`src/rtl/dev_bus_arbiter.sv`:
```
`default_nettype none
// ============================================================================
//  Module      : dev_bus_arbiter
//  Description : Two-master arbiter/sequencer for the shared device bus
//                (Timer/Counter0-2 and LED port). Grants one transfer at a
//                time, round-robin on ties, and returns ACK/read data or a
//                timeout ERR to the owning master. All outputs registered.
//  Revision    : 1.0 - initial release
// ============================================================================
module dev_bus_arbiter #(
    parameter int TIMEOUT = 16,
    parameter int CW      = 8
) (
    input  logic        CLK_I,
    input  logic        RST_I,
    // master 0 (CPU path)
    input  logic        M0_STB_I,
    input  logic        M0_WE_I,
    input  logic [31:0] M0_ADR_I,
    input  logic [31:0] M0_DAT_I,
    output logic [31:0] M0_DAT_O,
    output logic        M0_ACK_O,
    output logic        M0_ERR_O,
    // master 1 (debug/DMA)
    input  logic        M1_STB_I,
    input  logic        M1_WE_I,
    input  logic [31:0] M1_ADR_I,
    input  logic [31:0] M1_DAT_I,
    output logic [31:0] M1_DAT_O,
    output logic        M1_ACK_O,
    output logic        M1_ERR_O,
    // shared device bus
    output logic        STB_O,
    output logic        WE_O,
    output logic [31:0] ADR_O,
    output logic [31:0] DAT_O,
    input  logic        ACK_I,
    input  logic [31:0] DAT_I,
    // status
    output logic [1:0]  GNT_O,
    output logic        BUSY_O
);

    typedef enum logic [1:0] {
        S_IDLE    = 2'd0,
        S_BUSY    = 2'd1,
        S_RELEASE = 2'd2
    } state_t;

    localparam logic [CW-1:0] CNT_LAST = CW'(TIMEOUT - 1);

    state_t        state_q;
    logic          last_q;      // owner of the previous grant: 0=M0, 1=M1
    logic [CW-1:0] cnt_q;
    logic          stb_q;
    logic          we_q;
    logic [31:0]   adr_q;
    logic [31:0]   dat_q;
    logic [1:0]    gnt_q;
    logic          m0_ack_q;
    logic          m0_err_q;
    logic [31:0]   m0_dat_q;
    logic          m1_ack_q;
    logic          m1_err_q;
    logic [31:0]   m1_dat_q;

    logic          req_d;       // at least one master is requesting
    logic          sel_m1_d;    // next owner if a grant is made: 1=M1

    // Arbitration decision: a lone requester wins; on a tie the master that
    // did not own the bus last time wins.
    always_comb begin
        req_d    = M0_STB_I | M1_STB_I;
        sel_m1_d = M1_STB_I & (~M0_STB_I | ~last_q);
    end

    // Sequencer FSM with all bus, status and response outputs registered.
    always_ff @(posedge CLK_I) begin
        if (RST_I) begin
            state_q  <= S_IDLE;
            last_q   <= 1'b1;
            cnt_q    <= '0;
            stb_q    <= 1'b0;
            we_q     <= 1'b0;
            adr_q    <= '0;
            dat_q    <= '0;
            gnt_q    <= 2'b00;
            m0_ack_q <= 1'b0;
            m0_err_q <= 1'b0;
            m0_dat_q <= '0;
            m1_ack_q <= 1'b0;
            m1_err_q <= 1'b0;
            m1_dat_q <= '0;
        end else begin
            case (state_q)
                S_IDLE: begin
                    m0_ack_q <= 1'b0;
                    m0_err_q <= 1'b0;
                    m1_ack_q <= 1'b0;
                    m1_err_q <= 1'b0;
                    gnt_q    <= 2'b00;
                    if (req_d) begin
                        stb_q   <= 1'b1;
                        we_q    <= sel_m1_d ? M1_WE_I  : M0_WE_I;
                        adr_q   <= sel_m1_d ? M1_ADR_I : M0_ADR_I;
                        dat_q   <= sel_m1_d ? M1_DAT_I : M0_DAT_I;
                        gnt_q   <= sel_m1_d ? 2'b10 : 2'b01;
                        last_q  <= sel_m1_d;
                        cnt_q   <= '0;
                        state_q <= S_BUSY;
                    end
                end
                S_BUSY: begin
                    // ACK takes priority over a timeout on the same edge
                    if (ACK_I) begin
                        stb_q <= 1'b0;
                        we_q  <= 1'b0;
                        if (gnt_q[1]) begin
                            m1_ack_q <= 1'b1;
                            if (!we_q) begin
                                m1_dat_q <= DAT_I;
                            end
                        end else begin
                            m0_ack_q <= 1'b1;
                            if (!we_q) begin
                                m0_dat_q <= DAT_I;
                            end
                        end
                        state_q <= S_RELEASE;
                    end else if (cnt_q == CNT_LAST) begin
                        stb_q <= 1'b0;
                        if (gnt_q[1]) begin
                            m1_err_q <= 1'b1;
                        end else begin
                            m0_err_q <= 1'b1;
                        end
                        state_q <= S_RELEASE;
                    end else begin
                        cnt_q <= cnt_q + CW'(1);
                    end
                end
                S_RELEASE: begin
                    // Requests are not looked at here, so a master still
                    // holding STB during its ACK cycle is not re-granted.
                    m0_ack_q <= 1'b0;
                    m0_err_q <= 1'b0;
                    m1_ack_q <= 1'b0;
                    m1_err_q <= 1'b0;
                    gnt_q    <= 2'b00;
                    state_q  <= S_IDLE;
                end
                default: begin
                    stb_q   <= 1'b0;
                    gnt_q   <= 2'b00;
                    state_q <= S_IDLE;
                end
            endcase
        end
    end

    assign STB_O    = stb_q;
    assign WE_O     = we_q;
    assign ADR_O    = adr_q;
    assign DAT_O    = dat_q;
    assign GNT_O    = gnt_q;
    assign BUSY_O   = (state_q != S_IDLE);
    assign M0_ACK_O = m0_ack_q;
    assign M0_ERR_O = m0_err_q;
    assign M0_DAT_O = m0_dat_q;
    assign M1_ACK_O = m1_ack_q;
    assign M1_ERR_O = m1_err_q;
    assign M1_DAT_O = m1_dat_q;

endmodule
`default_nettype wire

```
`config.mk`:
```
export PLATFORM = sky130hd
export DESIGN_NAME = dev_bus_arbiter
export DESIGN_NICKNAME = d
export VERILOG_FILES = /design/src/rtl/dev_bus_arbiter.sv
export SDC_FILE = /design/constraint.sdc
export NUM_CORES = 1
export LEC_CHECK = 0
export ABC_AREA = 0
export CORE_ASPECT_RATIO = 1.1
export CORE_MARGIN = 10
export CORE_UTILIZATION = 30
export DETAILED_ROUTE_END_ITERATION = 10
export PLACE_DENSITY = 0.69
export RECOVER_POWER = 25
export SETUP_SLACK_MARGIN = 0.3
export SYNTH_ARGS = -nofsm -noshare
export SYNTH_HDL_FRONTEND = slang
export SYNTH_SLANG_ARGS = --single-unit
```
`constraint.sdc`:
```
create_clock -name CLK_I -period 4.06 [get_ports CLK_I]
set_input_delay 1.218 -clock CLK_I [delete_from_list [all_inputs] [get_ports CLK_I]]
set_output_delay 1.218 -clock CLK_I [all_outputs]
set_load 0.01 [all_outputs]
```
# After elaboration in Yosys (flattened, before gate mapping)
# Cells that the tools add are included.
# totals
output_inout_bits	137
regBits	147
wordCells	83
# classes
n_addsub	1
n_mux	33
reduce_logical	16
eq_ne	11
bitwise_logic	8
# op_table
cell	count
$mux 32	2
$mux 8	3
$reduce_and 4->1	5
$pmux 8 s2	1
$mux 1	14
$ne 2x2->1 const B	7
$reduce_and 3->1	4
$mux 2	5
$pmux 1 s2	5
$add 8x1->8 const B	1
$eq 8x4->1 const B	1
$pmux 2 s2	2
$reduce_bool 2->1	3
$not 1->1	5
$reduce_and 2->1	2
$ne 3x3->1 const B	1
$pmux 1 s3	1
$eq 2x1->1 const B	1
$eq 2x2->1 const B	1
$logic_not 2->1	1
$or 1x1->1	2
$reduce_or 2->1	1
$and 1x1->1	1

# Logic depth before layout (Yosys ltp)
# depth
depth_word	6
depth_mapped	6

# Least setup slack after synthesis
# Ideal clock, no wire load.
# synth_path
path_kind	input to register
from	in ACK_I
to	reg cnt_q[7]
setup_ns	0.062
stages	6
slack_ns	1.487
arrival_time_ns	2.511
cell_sequence	or3b_1 -> buf_2 -> a21o_1 -> buf_6 -> or4_1 -> nand3_1
# synth_via
elab_chain_len	2
# synth_rtl
element	line_no	text
from (decl)	37	input logic ACK_I,
$ne 2x2->1 (no line)	--	
$reduce_and 4->1 (no line)	--	
to (signal assigned)	139	cnt_q <= cnt_q + CW'(1);
to (decl)	54	logic [CW-1:0] cnt_q;
# Every way passes these cells.
# A chain may end at the register's enable or synchronous reset.

# Worst setup path after layout
# layout_path
from	in M1_STB_I
to	reg dat_q[13], in the netlist DAT_O[13]
# layout_via
elab_chain_len	2
word_cells_on_any_way	4
cone_classes	mux (1); bitwise (2); reduce/logical (1)
# layout_rtl
element	line_no	text
from (decl)	25	input logic M1_STB_I,
$and 1x1->1 or $or 1x1->1 (tied branches)	74, 73	
$mux 32 or $reduce_and 2->1 (tied branches)	--	
to (signal assigned)	106	dat_q <= sel_m1_d ? M1_DAT_I : M0_DAT_I;
to (decl)	58	logic [31:0] dat_q;
# Parallel ways exist; a longest one is shown, timed or not.

==> flow_metrics.tcl <==
set metrics [dict create \
    outcome "completed" \
    area.sequential_um2 2940 \
    synthesis.nets 783 \
    initial_core_util_pct 30.7 \
    crit_type "in -> reg" \
    power_uw 3880 \
    grt_pass1_wl_um 32100 \
    fin_setup_tns_ps 0 \
    drive_above_1_share_pct 5.30 \
    clockBufferDepth 2 \
    cts_tree "built" \
    cp_max_fo 52 \
    multi_input_area_um2 2290 \
    critPathMaxStageDelay_ps 640 \
    cts_setup_buffers 0 \
    max_freq_ghz 0.322 \
    wl_per_cell_um 18.2 \
    ys_types 41 \
    required_ps 4300 \
    cts_hold_buf 0 \
    insertion_delay_ps 410 \
    maxSlewViolCount 0 \
    path_cells "dlygate4sd3_1 > nand2b_1 > and3_2 > clkbuf_2 > a222oi_1 > nor2_1" \
    worstMarginPinSlew_ps 1480 \
    drt_iter0_markers 380 \
    synth-edff-count 0 \
    clk_pin_slew_worst_paths_ps 60 \
    drc_errors 0 \
    ir_worst_vdd_v 0.000249 \
    h-tree-depth 4 \
    rows 51 \
    num_vias 5686 \
    hold_ws_ps 448 \
    gr-total-overflow 0 \
    ant_nets 0 \
    final_hold_viol_count 0 \
    fp.dieH_um 161 \
    synth_area_um2 5440 \
    numCtsBuffers 17 \
    port_buffers 303 \
    antenna_found_initial 0 \
    final_common_cell "clkdlybuf4s50_1" \
    cts_sinks 147 \
    post-route-period-util_pct 76.4 \
    netlist_instances 615 \
    maxCapViolations 0 \
    num-nets-final 1061 \
    design.core.area_um2 17700 \
    p_per_area_nw_per_um2 418 \
    cp_slowest_cell "dlygate4sd3_1" \
    cp-end-kind "flop" \
    power_leakage_uw 0.00344 \
    die_area_um2 23900 \
    layout_setup_ws_ps 957 \
    final_cell_mix "clkdlybuf4s50_1, dfxtp_1, nand2_1" \
    finish.utilization_pct 52.3 \
    clock_skew_ps 13.1 \
    root_buffer "clkbuf_16" \
    dr.pass1.iters 7 \
    arrival_ps 3340 \
    vias_per_cell 4.97 \
    grt_max_degree 71 \
    rsz0062_at_grt "false" \
    io_pins 304 \
    syn_to_final_growth_pct 70.6 \
    ys_ff_latch 147 \
    synthFlopType "dfxtp_1" \
    cts_resized 0 \
    slew_headroom_pct 1.38 \
    nFillCells 1714 \
    pre_cts_slack_ps 888 \
    die_w_um 148 \
    yosysSeqAreaShare_pct 54.1 \
    fin_crit_ps 3100 \
    grt_pass1_vias 5776 \
    gp_congestion 0.781 \
    async_flop_share_pct 0 \
    hpwl_um 15400 \
    setup_viol 0 \
    yosysWarnings 0 \
    startpoint_type "primary input" \
    grt_usage_pct 16.7 \
    avgSynthCellArea_um2 8.85 \
    hp-class "reg -> reg" \
    drt_wl_total_um 20900 \
]
## metal layers
layer  routed length [um]  vias to the layer above  global-route usage, %
met5                    0                        -                      0
met4                  196                        0                   4.15
met3                 2660                       12                   9.11
met2                 9660                      259                   26.5
met1                 8350                     2641                   19.2
li1                     -                     2774                      -
## path summary, 6_finish.rpt
kind,startpoint,end,slack [ps],cells past startpoint
max,M1_STB_I,DAT_O[13],960,6
min,M1_DAT_O[23],M1_DAT_O[23],450,2
max reg2reg,state_q[1],ADR_O[27],1830,5
min reg2reg,M1_DAT_O[23],M1_DAT_O[23],450,2
## cells by family (layout without fill, tap and decap cells)
| group | after synthesis | in the layout | share of synthesized area [%] |
|---|---|---|---|
| other cells | 0 | 1 | 0 |
| simple gates | 239 | 239 | 18.4 |
| xor+xnor | 1 | 1 | 0.161 |
| fa+ha+maj | 1 | 1 | 0.230 |
| mux | 15 | 15 | 2.78 |
| flops | 147 | 147 | 54.1 |
| buf+inv | 59 | 350 | 4.25 |
| compound gates | 153 | 153 | 20.1 |
## flip-flops by register name, summed over array words and instances, names as in the netlist
register,cells
STB_O,1
last_q,1
M1_ACK_O,1
M1_ERR_O,1
WE_O,1
GNT_O,2
state_q,2
M0_ERR_O,1
DAT_O,32
M1_DAT_O,32
cnt_q,8
M0_DAT_O,32
M0_ACK_O,1
ADR_O,32
## synth_stat cells (all sizes together), types with 2 or more instances
cell    number  area (um2)
a222oi      51         510
or3          2        12.5
nand4b       3        26.3
nand3        9        45.0
mux2i       14         140
nor3b        2        15.0
nor4         2        18.8
dfxtp      147        2940
a31oi        4        25.0
or4          2        15.0
clkbuf      52         195
nor2        73         274
inv          4        15.0
and3         2        12.5
nand2      131         492
buf          3        21.3
nor3         3        15.0
a211oi      15         113
o211ai       2        15.0
a41oi        2        17.5
a21oi       73         365
or3b         2        17.5
## worst max-delay path, delay by kind of cell
family,cells,cell delay (ps)
AND/OR/NAND/NOR,3,340
buffers and inverters,2,1240
AO/OA/AOI/OAI,1,510
## power by group
group | total [uW] | internal (uW) | switching [uW]
clock | 1580 | 936 | 647
sequential | 1590 | 1540 | 51.3
combinational | 714 | 394 | 320
## cell type report
cell class	instances	area share [%]
Timing Repair Buffer	314	33.9
Sequential cell	147	31.7
Multi-Input combinational cell	409	24.6
Clock buffer	20	4.81
Tap cell	238	3.21
Clock inverter	12	1.56
Inverter	4	0.162
Antenna cell	1	0.0270
## per-stage QoR
step	area [um2]	std cells
after global placement	8700	1112
after global routing	9280	1144
final	9280	1145
after detailed placement	8700	1112
after floorplan	5440	615
after CTS	9290	1144
Note: power is estimated with default switching activity, not from simulation.
